[config.mk]
export PLATFORM = sky130hd
export DESIGN_NAME = dma_timing_ctrl
export DESIGN_NICKNAME = d
export VERILOG_FILES = /design/src/rtl/dma_timing_ctrl.sv
export SDC_FILE = /design/constraint.sdc
export NUM_CORES = 1
export LEC_CHECK = 0
export CELL_PAD_IN_SITES_DETAIL_PLACEMENT = 0
export CELL_PAD_IN_SITES_GLOBAL_PLACEMENT = 2
export CORE_ASPECT_RATIO = 1.5
export CORE_MARGIN = 10
export CORE_UTILIZATION = 25
export DETAILED_ROUTE_END_ITERATION = 10
export MAX_ROUTING_LAYER = met4
export PLACE_DENSITY_LB_ADDON = 0.2
export SLEW_MARGIN = 30
export SYNTH_ARGS = -nofsm -noshare
export SYNTH_HDL_FRONTEND = slang
export SYNTH_SLANG_ARGS = --single-unit
[constraint.sdc]
create_clock -name clk_i -period 2.31 [get_ports clk_i]
set_clock_uncertainty 0.1 [all_clocks]
set_input_delay 0.462 -clock clk_i [delete_from_list [all_inputs] [get_ports clk_i]]
set_output_delay 0.462 -clock clk_i [all_outputs]
set_load 0.02 [all_outputs]
[src/rtl/dma_timing_ctrl.sv]
// dma_timing_ctrl: timing and control sequencer for an 8237A-style DMA engine.
// Arbitrates the DREQ channels, runs the HRQ/HLDA handshake, walks the
// SI/S0/S1/S2/S3/S4 cycle and drives registered bus-control strobes that are
// decoded from the next state, so they only change on state-entry edges.
//
//  state | meaning
//  ------+--------------------------------------------------------------
//  SI    | idle, arbitrating requests
//  S0    | hold requested, waiting for hlda
//  S1    | upper address strobe cycle (aen, adstb)
//  S2    | dack asserted, read strobe asserted
//  S3    | write strobe added
//  S4    | last cycle of a transfer: xferDone, eop on terminal count
module dma_timing_ctrl #(
   parameter int NCH = 4
) (
   input  logic             clk_i,
   input  logic             reset_i,
   input  logic [NCH-1:0]   dreq_i,
   input  logic [NCH-1:0]   chan_mask_i,
   input  logic             cmd_enable_i,
   input  logic             rot_priority_i,
   input  logic [2*NCH-1:0] xfer_type_i,
   input  logic [NCH-1:0]   block_mode_i,
   input  logic             hlda_i,
   input  logic             tc_in_i,
   input  logic             upper_change_i,
   input  logic             eop_in_i,
   input  logic             status_read_i,
   output logic             hrq_o,
   output logic [NCH-1:0]   dack_o,
   output logic [1:0]       active_chan_o,
   output logic             aen_o,
   output logic             adstb_o,
   output logic             ior_o,
   output logic             iow_o,
   output logic             memr_o,
   output logic             memw_o,
   output logic             eop_o,
   output logic             xfer_done_o,
   output logic [NCH-1:0]   tc_status_o
);

   localparam logic [2:0] ST_SI = 3'd0;
   localparam logic [2:0] ST_S0 = 3'd1;
   localparam logic [2:0] ST_S1 = 3'd2;
   localparam logic [2:0] ST_S2 = 3'd3;
   localparam logic [2:0] ST_S3 = 3'd4;
   localparam logic [2:0] ST_S4 = 3'd5;

   localparam logic [1:0] TYPE_WRITE = 2'b01;
   localparam logic [1:0] TYPE_READ  = 2'b10;

   logic [2:0]     state_q, state_d;
   logic [1:0]     active_q, active_d;
   // Last serviced channel; reset to 3 so the rotating search starts at ch0.
   logic [1:0]     rot_q, rot_d;
   logic           first_q, first_d;
   logic           eop_lat_q, eop_lat_d;
   logic [NCH-1:0] tc_status_q, tc_status_d;
   logic [NCH-1:0] tc_set;

   logic           hrq_q, aen_q, adstb_q, ior_q, iow_q, memr_q, memw_q;
   logic           eop_q, xfer_done_q;
   logic [NCH-1:0] dack_q;

   logic [NCH-1:0] req;
   logic [1:0]     win_fix, win_rot, winner;
   logic           xfer_end;
   logic           in_data;
   logic [1:0]     next_type;
   logic           next_read, next_write;
   logic           next_data_phase, next_wr_phase;

   assign req = dreq_i & ~chan_mask_i;

   // Priority encoders: fixed (lowest index wins) and rotating (one above last serviced).
   always_comb begin
      logic [1:0] idx;
      win_fix = 2'd0;
      win_rot = 2'd0;
      idx     = 2'd0;
      for (int i = NCH - 1; i >= 0; i--) begin
         if (req[i]) win_fix = 2'(i);
      end
      for (int k = NCH; k >= 1; k--) begin
         idx = rot_q + 2'(k);
         if (req[idx]) win_rot = idx;
      end
      winner = rot_priority_i ? win_rot : win_fix;
   end

   assign in_data  = (state_q == ST_S2) || (state_q == ST_S3) || (state_q == ST_S4);
   assign xfer_end = tc_in_i || eop_lat_q || eop_in_i || !hlda_i || !block_mode_i[active_q];

   // Next-state, channel latch, firstXfer, EOP latch and terminal-count set.
   always_comb begin
      state_d   = state_q;
      active_d  = active_q;
      rot_d     = rot_q;
      first_d   = first_q;
      eop_lat_d = eop_lat_q;
      tc_set    = '0;
      if (in_data && eop_in_i) eop_lat_d = 1'b1;
      case (state_q)
         ST_SI: begin
            if (cmd_enable_i && (req != '0)) begin
               state_d  = ST_S0;
               active_d = winner;
            end
         end
         ST_S0: begin
            if (hlda_i) state_d = (first_q || upper_change_i) ? ST_S1 : ST_S2;
         end
         ST_S1: begin
            state_d = ST_S2;
            first_d = 1'b0;
         end
         ST_S2: state_d = ST_S3;
         ST_S3: state_d = ST_S4;
         ST_S4: begin
            if (tc_in_i) tc_set[active_q] = 1'b1;
            if (xfer_end) begin
               state_d   = ST_SI;
               first_d   = 1'b1;
               rot_d     = active_q;
               eop_lat_d = 1'b0;
            end else begin
               state_d = upper_change_i ? ST_S1 : ST_S2;
            end
         end
         default: state_d = ST_SI;
      endcase
   end

   // Set wins over a simultaneous status-read clear of the same bit.
   assign tc_status_d = (tc_status_q & ~{NCH{status_read_i}}) | tc_set;

   assign next_type       = xfer_type_i[{active_d, 1'b0} +: 2];
   assign next_read       = (next_type == TYPE_READ);
   assign next_write      = (next_type == TYPE_WRITE);
   assign next_data_phase = (state_d == ST_S2) || (state_d == ST_S3) || (state_d == ST_S4);
   assign next_wr_phase   = (state_d == ST_S3) || (state_d == ST_S4);

   // Sequencer state registers.
   always_ff @(posedge clk_i) begin
      if (reset_i) begin
         state_q     <= ST_SI;
         active_q    <= 2'd0;
         rot_q       <= 2'd3;
         first_q     <= 1'b1;
         eop_lat_q   <= 1'b0;
         tc_status_q <= '0;
      end else begin
         state_q     <= state_d;
         active_q    <= active_d;
         rot_q       <= rot_d;
         first_q     <= first_d;
         eop_lat_q   <= eop_lat_d;
         tc_status_q <= tc_status_d;
      end
   end

   // Bus-control strobes registered from the next state.
   always_ff @(posedge clk_i) begin
      if (reset_i) begin
         hrq_q       <= 1'b0;
         aen_q       <= 1'b0;
         adstb_q     <= 1'b0;
         dack_q      <= '0;
         ior_q       <= 1'b0;
         iow_q       <= 1'b0;
         memr_q      <= 1'b0;
         memw_q      <= 1'b0;
         eop_q       <= 1'b0;
         xfer_done_q <= 1'b0;
      end else begin
         hrq_q       <= (state_d != ST_SI);
         aen_q       <= (state_d == ST_S1) || next_data_phase;
         adstb_q     <= (state_d == ST_S1);
         dack_q      <= next_data_phase ? (NCH'(1) << active_d) : '0;
         ior_q       <= next_data_phase && next_write;
         memr_q      <= next_data_phase && next_read;
         iow_q       <= next_wr_phase && next_read;
         memw_q      <= next_wr_phase && next_write;
         eop_q       <= (state_d == ST_S4) && tc_in_i;
         xfer_done_q <= (state_d == ST_S4);
      end
   end

   assign hrq_o         = hrq_q;
   assign dack_o        = dack_q;
   assign active_chan_o = active_q;
   assign aen_o         = aen_q;
   assign adstb_o       = adstb_q;
   assign ior_o         = ior_q;
   assign iow_o         = iow_q;
   assign memr_o        = memr_q;
   assign memw_o        = memw_q;
   assign eop_o         = eop_q;
   assign xfer_done_o   = xfer_done_q;
   assign tc_status_o   = tc_status_q;

endmodule

Word level (Yosys, flattened, before mapping)
Cells that the tools add are included.

word-level totals
  output and inout port bits = 19
  logic and storage cells = 109
  flip-flop bits (word level) = 26

cells by class
  equal/unequal tests = 12
  bitwise logic cells = 6
  reduce and logical (&&, ||, !) cells = 28
  add/sub/neg operators = 3
  multiplexer cells = 36
  order comparisons = 6
  shift operators = 2

operators with widths
  kind                 count
  $mux 2               12
  $pmux 3 s6           1
  $lt 2x3->1 const B   5
  $eq 3x2->1 const B   4
  $eq 3x3->1 const B   4
  $mux 1               12
  $logic_or 1x1->1     11
  $bmux 1 s2           5
  $and 4x4->4          2
  $logic_and 1x1->1    8
  $mux 4               2
  $not 4->4            2
  $shiftx 8x4->2       1
  $mux 3               2
  $add 2x2->2 const B  2
  $or 4x4->4           1
  $reduce_and 2->1     2
  $reduce_bool 4->1    1
  $shl 1x2->4 const A  1
  $eq 3x1->1 const B   1
  $logic_not 3->1      1
  $reduce_bool 3->1    1
  $add 2x1->2 const B  1
  $demux 1 s2          1
  other kinds (9)      10

Depth between registers and ports, before layout
Gate-level depths: netlist of run 1.

  word-level depth = 14
  mapped depth = 8

Least setup slack after synthesis of run 1
OpenSTA, ideal clock, no wires.

  kind = register to register
  start = register active_q[0], in the netlist active_chan_o[0]
  end = register dack_q[1], in the netlist dack_o[1]
  setup time = 0.128 ns
  arrival = 1.884 ns
  path buffers = 0
  stages on the path, launching flop included = 8
  slack = 0.198 ns
  data required time = 2.082 ns
  cell sequence = dfxtp_1 > mux4_2 > and4b_4 > nand2_2 > o211ai_2 > o21ai_2 > nand2b_4 > nor2_1

on the way
  longest elaborated chain between the ends = 11

RTL lines
  what                                             RTL line  RTL
  start, declared                                  55        logic [1:0] active_q, active_d;
  start signal, assigned                           156       active_q <= active_d;
  $bmux 1 s2                                       94        assign xfer_end = tc_in_i || eop_lat_q || eop_in_i || !hlda_i || !block_mode_i[active_q];
  $mux 1 (implied by the code)                     94
  $logic_not 1->1                                  94
  $logic_or 1x1->1                                 94
  $mux 2                                           123       if (xfer_end) begin
  $pmux 3 s6                                       105       case (state_q)
  $eq 3x2->1 / $eq 3x3->1 (equally long branches)  142       assign next_data_phase = (state_d == ST_S2) || (state_d == ST_S3) || (state_d == ST_S4);
  $logic_or 1x1->1 (2 in a row)                    142
  $not 1->1 (no line)                              n/a
  $reduce_or 2->1 (no line)                        n/a
  end signal, assigned                             181       dack_q <= next_data_phase ? (NCH'(1) << active_d) : '0;
  end, declared                                    65        logic [NCH-1:0] dack_q;

Parallel ways exist; a longest one is shown, timed or not. The select of a mux whose other input is x is not followed.
A chain may end at the register's enable or synchronous reset.

Final worst setup path of run 1
  start = input port chan_mask_i[0]
  end = register memw_q, in the netlist memw_o

on the way
  longest elaborated chain between the ends = 14

RTL lines
  what                          RTL line  RTL
  start, declared               20        input logic [NCH-1:0] chan_mask_i,
  $not 4->4 (*)                 75        assign req = dreq_i & ~chan_mask_i;
  $and 4x4->4 (*)               75
  $bmux 1 s2                    88        if (req[idx]) win_rot = idx;
  $mux 1 (implied by the code)  88
  $mux 2 (4 in a row)           88
  $mux 2                        90        winner = rot_priority_i ? win_rot : win_fix;
  $mux 2                        107       if (cmd_enable_i && (req != '0)) begin
  $mux 2                        105
  $shiftx 8x4->2                139       assign next_type = xfer_type_i[{active_d, 1'b0} +: 2];
  $eq 2x1->1                    141       assign next_write = (next_type == TYPE_WRITE);
  $logic_and 1x1->1 (*)         185       memw_q <= next_wr_phase && next_write;
  end signal, assigned          185
  end, declared                 63        logic hrq_q, aen_q, adstb_q, ior_q, iow_q, memr_q, memw_q;

Mark *: on every way between the ends. The rest lies on a longest branch, timed or not. The select of a mux whose other input is x is not followed.

==> results of run 1 <==
## repair_timing
item	CTS	global route
resized for setup	1	22
endpoints found under the setup margin	2	6
setup buffers	0	2
hold buffers	0	0
pin swaps	0	7
## worst max-delay path, stage by stage
cell and delay [ns]:
clkdlybuf4s50_1 0.46, nand2b_1 0.22, o211ai_1 0.17, o221ai_4 0.16, o21ai_4 0.28, mux2i_1 0.23, mux2i_1 0.12, nor3_1 0.18
## cells in the final DEF, fill, tap and decap left out, types with 2 or more instances in the layout
cell type / count
a21oi_1: 11
a22oi_2: 2
nor3_1: 6
nand2_1: 6
nor2_1: 25
dfxtp_1: 25
and2_1: 2
clkbuf_8: 3
nor2b_1: 5
inv_1: 4
buf_4: 24
mux2i_1: 7
a211o_1: 2
o21ai_0: 4
nand2b_4: 2
nor2b_4: 2
nor3b_1: 2
dlymetal6s2s_1: 7
nand2b_1: 11
clkdlybuf4s50_1: 40
## worst paths after layout
check,startpoint,end,cells past startpoint
min,tc_status_o[2]$_SDFF_PP0_,tc_status_o[2]$_SDFF_PP0_,2
min reg2reg,tc_status_o[2]$_SDFF_PP0_,tc_status_o[2]$_SDFF_PP0_,2
max,chan_mask_i[0],memw_o$_SDFF_PP0_,8
max reg2reg,state_q[2]$_SDFF_PP0_,memw_o$_SDFF_PP0_,8
## logic make-up (layout without fill, tap and decap cells)
group | Yosys count | count (layout) | share of synthesized area
AOI/OAI and AO/OA | 33 | 33 | 0.194
buffers and inverters | 8 | 78 | 0.0292
DFF | 26 | 26 | 0.392
muxes | 8 | 8 | 0.0697
and+or+nand+nor | 75 | 75 | 0.315
## metrics by stage
step                instance area [um^2]  instances  setup slack, ns   util
floorplan                           1330        150            0.198      -
global placement                    2030        284           -0.237  0.393
detailed placement                  2030        284           -0.285  0.393
CTS                                 2080        287           0.0142  0.402
global route                        2180        288         -0.00207  0.421
finish                              2180        288            0.123  0.421
## flip-flops by register name (all words and copies together), names as in the netlist
name,cells
aen_o,1
memr_o,1
memw_o,1
hrq_o,1
rot_q,2
first_q,1
eop_lat_q,1
state_q,3
adstb_o,1
active_chan_o,2
iow_o,1
eop_o,1
dack_o,4
tc_status_o,4
xfer_done_o,1
ior_o,1
## power groups by stage
stage	Combinational (mW)	Clock [mW]	Sequential (mW)
floorplan	0.138	0	0.506
global route	0.348	0.278	0.484
CTS	0.303	0.264	0.481
finish	0.319	0.251	0.481
global placement	0.302	0	0.490
detailed placement	0.301	0	0.491
## cell type report
cell class	count	area (um^2)
Clock buffer	3	41.3
Fill cell	513	2990
Inverter	4	15.0
Multi-Input combinational cell	116	845
Sequential cell	26	522
Tap cell	68	85.1
Timing Repair Buffer	71	668
## per-layer routing
| layer | global-route usage | vias to the layer above | routed length [um] | part of all wire |
|---|---|---|---|---|
| met5 | - | - | 0 | 0 |
| met4 | 0.0270 | 0 | 25 | 0.0061 |
| met3 | 0.0231 | 2 | 183 | 0.044 |
| met2 | 0.170 | 31 | 2210 | 0.54 |
| met1 | 0.105 | 612 | 1700 | 0.41 |
| li1 | - | 668 | - | - |
==> reports/qor.yml, run 1 <==
clock_network:
  cts-root-buf: "clkbuf_8"
  cts.sinks: 26
  path_clk_slew_ns: 0.09
  clkLatencyLatePin_ns: 0.26
  numCtsBuffers: 3
  cts_tree: "done"
  h-tree-depth: 1
  clk_path_buf_depth: 2
flow_run:
  drv_cap: 0
synthesis:
  synth-edff-count: 0
  async_flop_share: 0
  synth_nets: 179
  synth_area_leaders: "dfxtp_1 (39%), nor2_1 (7.1%), nand2b_1 (6.1%), mux2i_1 (5.3%), a21oi_1 (4.1%)"
  syn_avg_cell_area_um2: 8.85
  ys_ff_latch: 26
  synth_common_cells: "dfxtp_1 (26), nor2_1 (25), nand2b_1 (13)"
  ys_warn_count: 0
  yosysTopAreaCell: "dfxtp_1"
  ys_types: 43
  synthFlopType: "dfxtp_1"
  netlist_instances: 150
  seq_area_frac_synth: 0.392
  syn-cell-area_um2: 1330
  synth.most_common_cell: "dfxtp_1"
  synth_top_area_frac: 0.392
timing:
  worstMarginPinSlew_ns: 0.410
  period_share: 0.947
  hold_viol: 0
  post-route-min-period_ns: 2.19
  fmax_ghz: 0.457
  slew_headroom: 0.727
  holdWs_ns: 0.363
  setup_viol_count_final: 0
  setup-tns-final_ns: 0
  drv_slew: 0
floorplan:
  dieArea_um2: 8680
  num_rows: 32
  die_height_um: 109
  fp.coreArea_um2: 5160
  initial_utilization: 0.257
  die_w_um: 79.5
  ios: 48
power_and_ir_drop:
  power_density_nw_per_um2: 484
  sw_frac_of_total: 0.279
  power.switching_uw: 294
  p_total_mw: 1.05
  p_leak_nw: 0.927
  pwr-share-comb: 0.304
  seqPwrFrac: 0.458
  ir_drop_mv: 0.273
  clockPowerShare: 0.239
  internal_power_uw: 758
setup_path:
  arrival_ns: 2.28
  required_ns: 2.40
  setup.reg_to_reg.worst_slack_ns: 0.16
  startpoint_type: "input port"
  setup.worst_path.end_class: "register"
  path_class: "in -> reg"
  crit_fanout: 5
global_routing:
  grt_usage: 0.0967
  overflow: 0
  grt_pass1_vias: 1449
  grt_pass1_wl_um: 6630
  antenna_found_initial: 0
  grt_start_max_net_pins: 16
layout:
  layout-drive-gt1-share: 0.227
  antennaDiodeCount: 0
  area_growth_pct: 63.9
  layout.nets: 251
route:
  antenna_left: 0
  routedWlPerCell_um: 14.3
  via_per_inst: 4.56
  dr.pass1.iters: 3
  wirelength_um: 4120
  drc: 0
  drtIter0Drc: 41
  vias: 1313
place:
  numPortBuffers: 47
  place_congestion: 0.769
  detailed_place_hpwl_um: 3320
status:
  outcome: "completed"
worst_hold_path:
  min_path_type: "reg -> reg"
Power figures use the tool's default switching activity.
==> run 2, diff against run 1 <==
- CORE_MARGIN: 10 -> 2
==> run 2 against run 1 <==
Against the previous run: critical path depth unchanged; register-to-register slack better by 0.02 ns; utilization shrank 0.21 points; maximum frequency about the same; worst hold slack worse by 0.0055 ns; first-iteration DRC count increased by 76%; non-clock buffer count down 2; clock power is essentially flat; global-route usage is 3.7 points higher; critical path type unchanged; largest power group unchanged.
==> reports/qor.yml, run 2 (synthesized netlist as in run 1, its figures left out) <==
status:
  outcome: "completed"
place:
  place_congestion: 0.771
  detailed_place_hpwl_um: 2940
  numPortBuffers: 47
  place_inst: 278
  placed_area_um2: 1990
floorplan:
  fp.coreArea_um2: 5120
  ios: 48
  dieArea_um2: 5920
  num_rows: 32
  die_w_um: 63.5
  die_height_um: 93.2
  initial_utilization: 0.259
global_routing:
  grt_usage: 0.133
  antenna_found_initial: 0
  grt_start_max_net_pins: 14
  overflow: 0
  grt_pass1_wl_um: 6090
  grt_pass1_vias: 1375
setup_path:
  startpoint: "block_mode_i[3]"
  reg2regPathDepth: 8
  crit-reg2reg-launch: "state_q[1]$_SDFF_PP0_"
  endpoint: "dack_o[0]$_SDFF_PP0_"
  path_class: "in -> reg"
  crit_fanout: 5
  cp_slowest_cell: "mux4_2"
  required_ns: 2.37
  r2r-end: "memw_o$_SDFF_PP0_"
  crit_chain: "clkdlybuf4s50_1 -> mux4_2 -> and4b_4 -> nand2_2 -> o211ai_2 -> o21ai_2 -> nand2b_4 -> nor2_1"
  setup.reg_to_reg.worst_slack_ns: 0.18
  startpoint_type: "input port"
  setup.worst_path.end_class: "register"
  cp_slowest_stage_delay_ns: 0.48
  arrival_ns: 2.25
power_and_ir_drop:
  ir_drop_mv: 0.367
  p_leak_nw: 0.933
  p_total_mw: 1.04
  power_density_nw_per_um2: 486
route:
  antenna_left: 0
  wl_met1_um: 1510
  routedWlPerCell_um: 13.0
  drtIter0Drc: 72
  wl_met3_um: 145
  highest_layer: "met4"
  via_per_inst: 4.54
  wirelength_um: 3720
  wl_met2_um: 2030
  dr.pass1.iters: 4
  vias: 1298
  drc: 0
timing:
  setup-tns-final_ns: 0
  holdWs_ns: 0.358
  post-route-min-period_ns: 2.19
  slew_headroom: 0.713
  worstMarginPinSlew_ns: 0.431
  setup_viol_count_final: 0
  period_share: 0.947
  fmax_ghz: 0.457
  drv_slew: 0
  hold_viol: 0
  rsz0062_at_grt: "false"
layout:
  layout_common_cells: "clkdlybuf4s50_1 (38), dfxtp_1 (26), nor2_1 (25)"
  final_common_cell: "clkdlybuf4s50_1"
  antennaDiodeCount: 0
  layout.nets: 249
  finalNonFillerCells: 286
  final_cell_area_um2: 2150
  layout-drive-gt1-share: 0.211
  fillCellCount: 552
  area_growth_pct: 61.8
clock_network:
  path_clk_slew_ns: 0.08
  cts_tree: "done"
  clk_path_buf_depth: 2
  cts-root-buf: "clkbuf_8"
  cts.sinks: 26
  numCtsBuffers: 3
  clkLatencyLatePin_ns: 0.26
  h-tree-depth: 1
worst_hold_path:
  min_path_type: "reg -> reg"
flow_run:
  drv_cap: 0
## run 2: cell types whose count changed in the layout (fill, tap and decap cells not counted), sizes merged
cell           previous run  this run
buf                      24        22
clkdlybuf4s50            40        38
dlymetal6s2s              7         9
## run 2: report_power, final
group	switching, mW	total [mW]	internal [mW]
Sequential	0.0161	0.482	0.466
Clock	0.131	0.248	0.117
Combinational	0.139	0.314	0.174
## run 2: worst min path at each step
| stage | start | end | depth (start not counted) |
|---|---|---|---|
| after floorplan | eop_lat_q$_SDFF_PP0_ | eop_lat_q$_SDFF_PP0_ | 2 |
| after global placement | tc_status_o[2]$_SDFF_PP0_ | tc_status_o[2]$_SDFF_PP0_ | 2 |
| after detailed placement | tc_status_o[2]$_SDFF_PP0_ | tc_status_o[2]$_SDFF_PP0_ | 2 |
| after CTS | tc_status_o[2]$_SDFF_PP0_ | tc_status_o[2]$_SDFF_PP0_ | 2 |
| after global routing | tc_status_o[3]$_SDFF_PP0_ | tc_status_o[3]$_SDFF_PP0_ | 2 |
| final | tc_status_o[2]$_SDFF_PP0_ | tc_status_o[2]$_SDFF_PP0_ | 2 |
## run 2: worst max-delay path, delay by kind of cell
family	cells	cell delay, ns
AND/OR/NAND/NOR	4	0.50
multiplexers	1	0.48
AO/OA/AOI/OAI	2	0.38
buffers and inverters	1	0.42
## run 2: per-stage QoR
step / setup slack [ns] / util
2_1_floorplan: 0.198 / -
3_3_place_gp: -0.330 / 0.388
3_5_place_dp: -0.267 / 0.388
4_1_cts: 0.00967 / 0.396
5_1_grt: 0.00423 / 0.419
6_report: 0.123 / 0.419
## run 2: repair_timing
item / in CTS / in global routing
resized for setup: 0 / 21
setup endpoints to repair: 0 / 5
setup buffers: 0 / 5
hold buffers: 0 / 0
## run 2: area by class of cell
cell class,count,area [um^2],share of cell area
multi-input cells,116,828,0.386
repair buffers,69,658,0.306
flip-flops and latches,26,520,0.242
well taps,68,85.1,0.0396
clock buffers,3,41.3,0.0192
inverters,4,15.0,0.00699
## run 2: routing by layer
layer | GRT usage | up-vias
met3 | 0.0241 | 4
met4 | 0.0380 | 0
li1 | - | 660
met1 | 0.136 | 598
met5 | - | -
met2 | 0.257 | 36
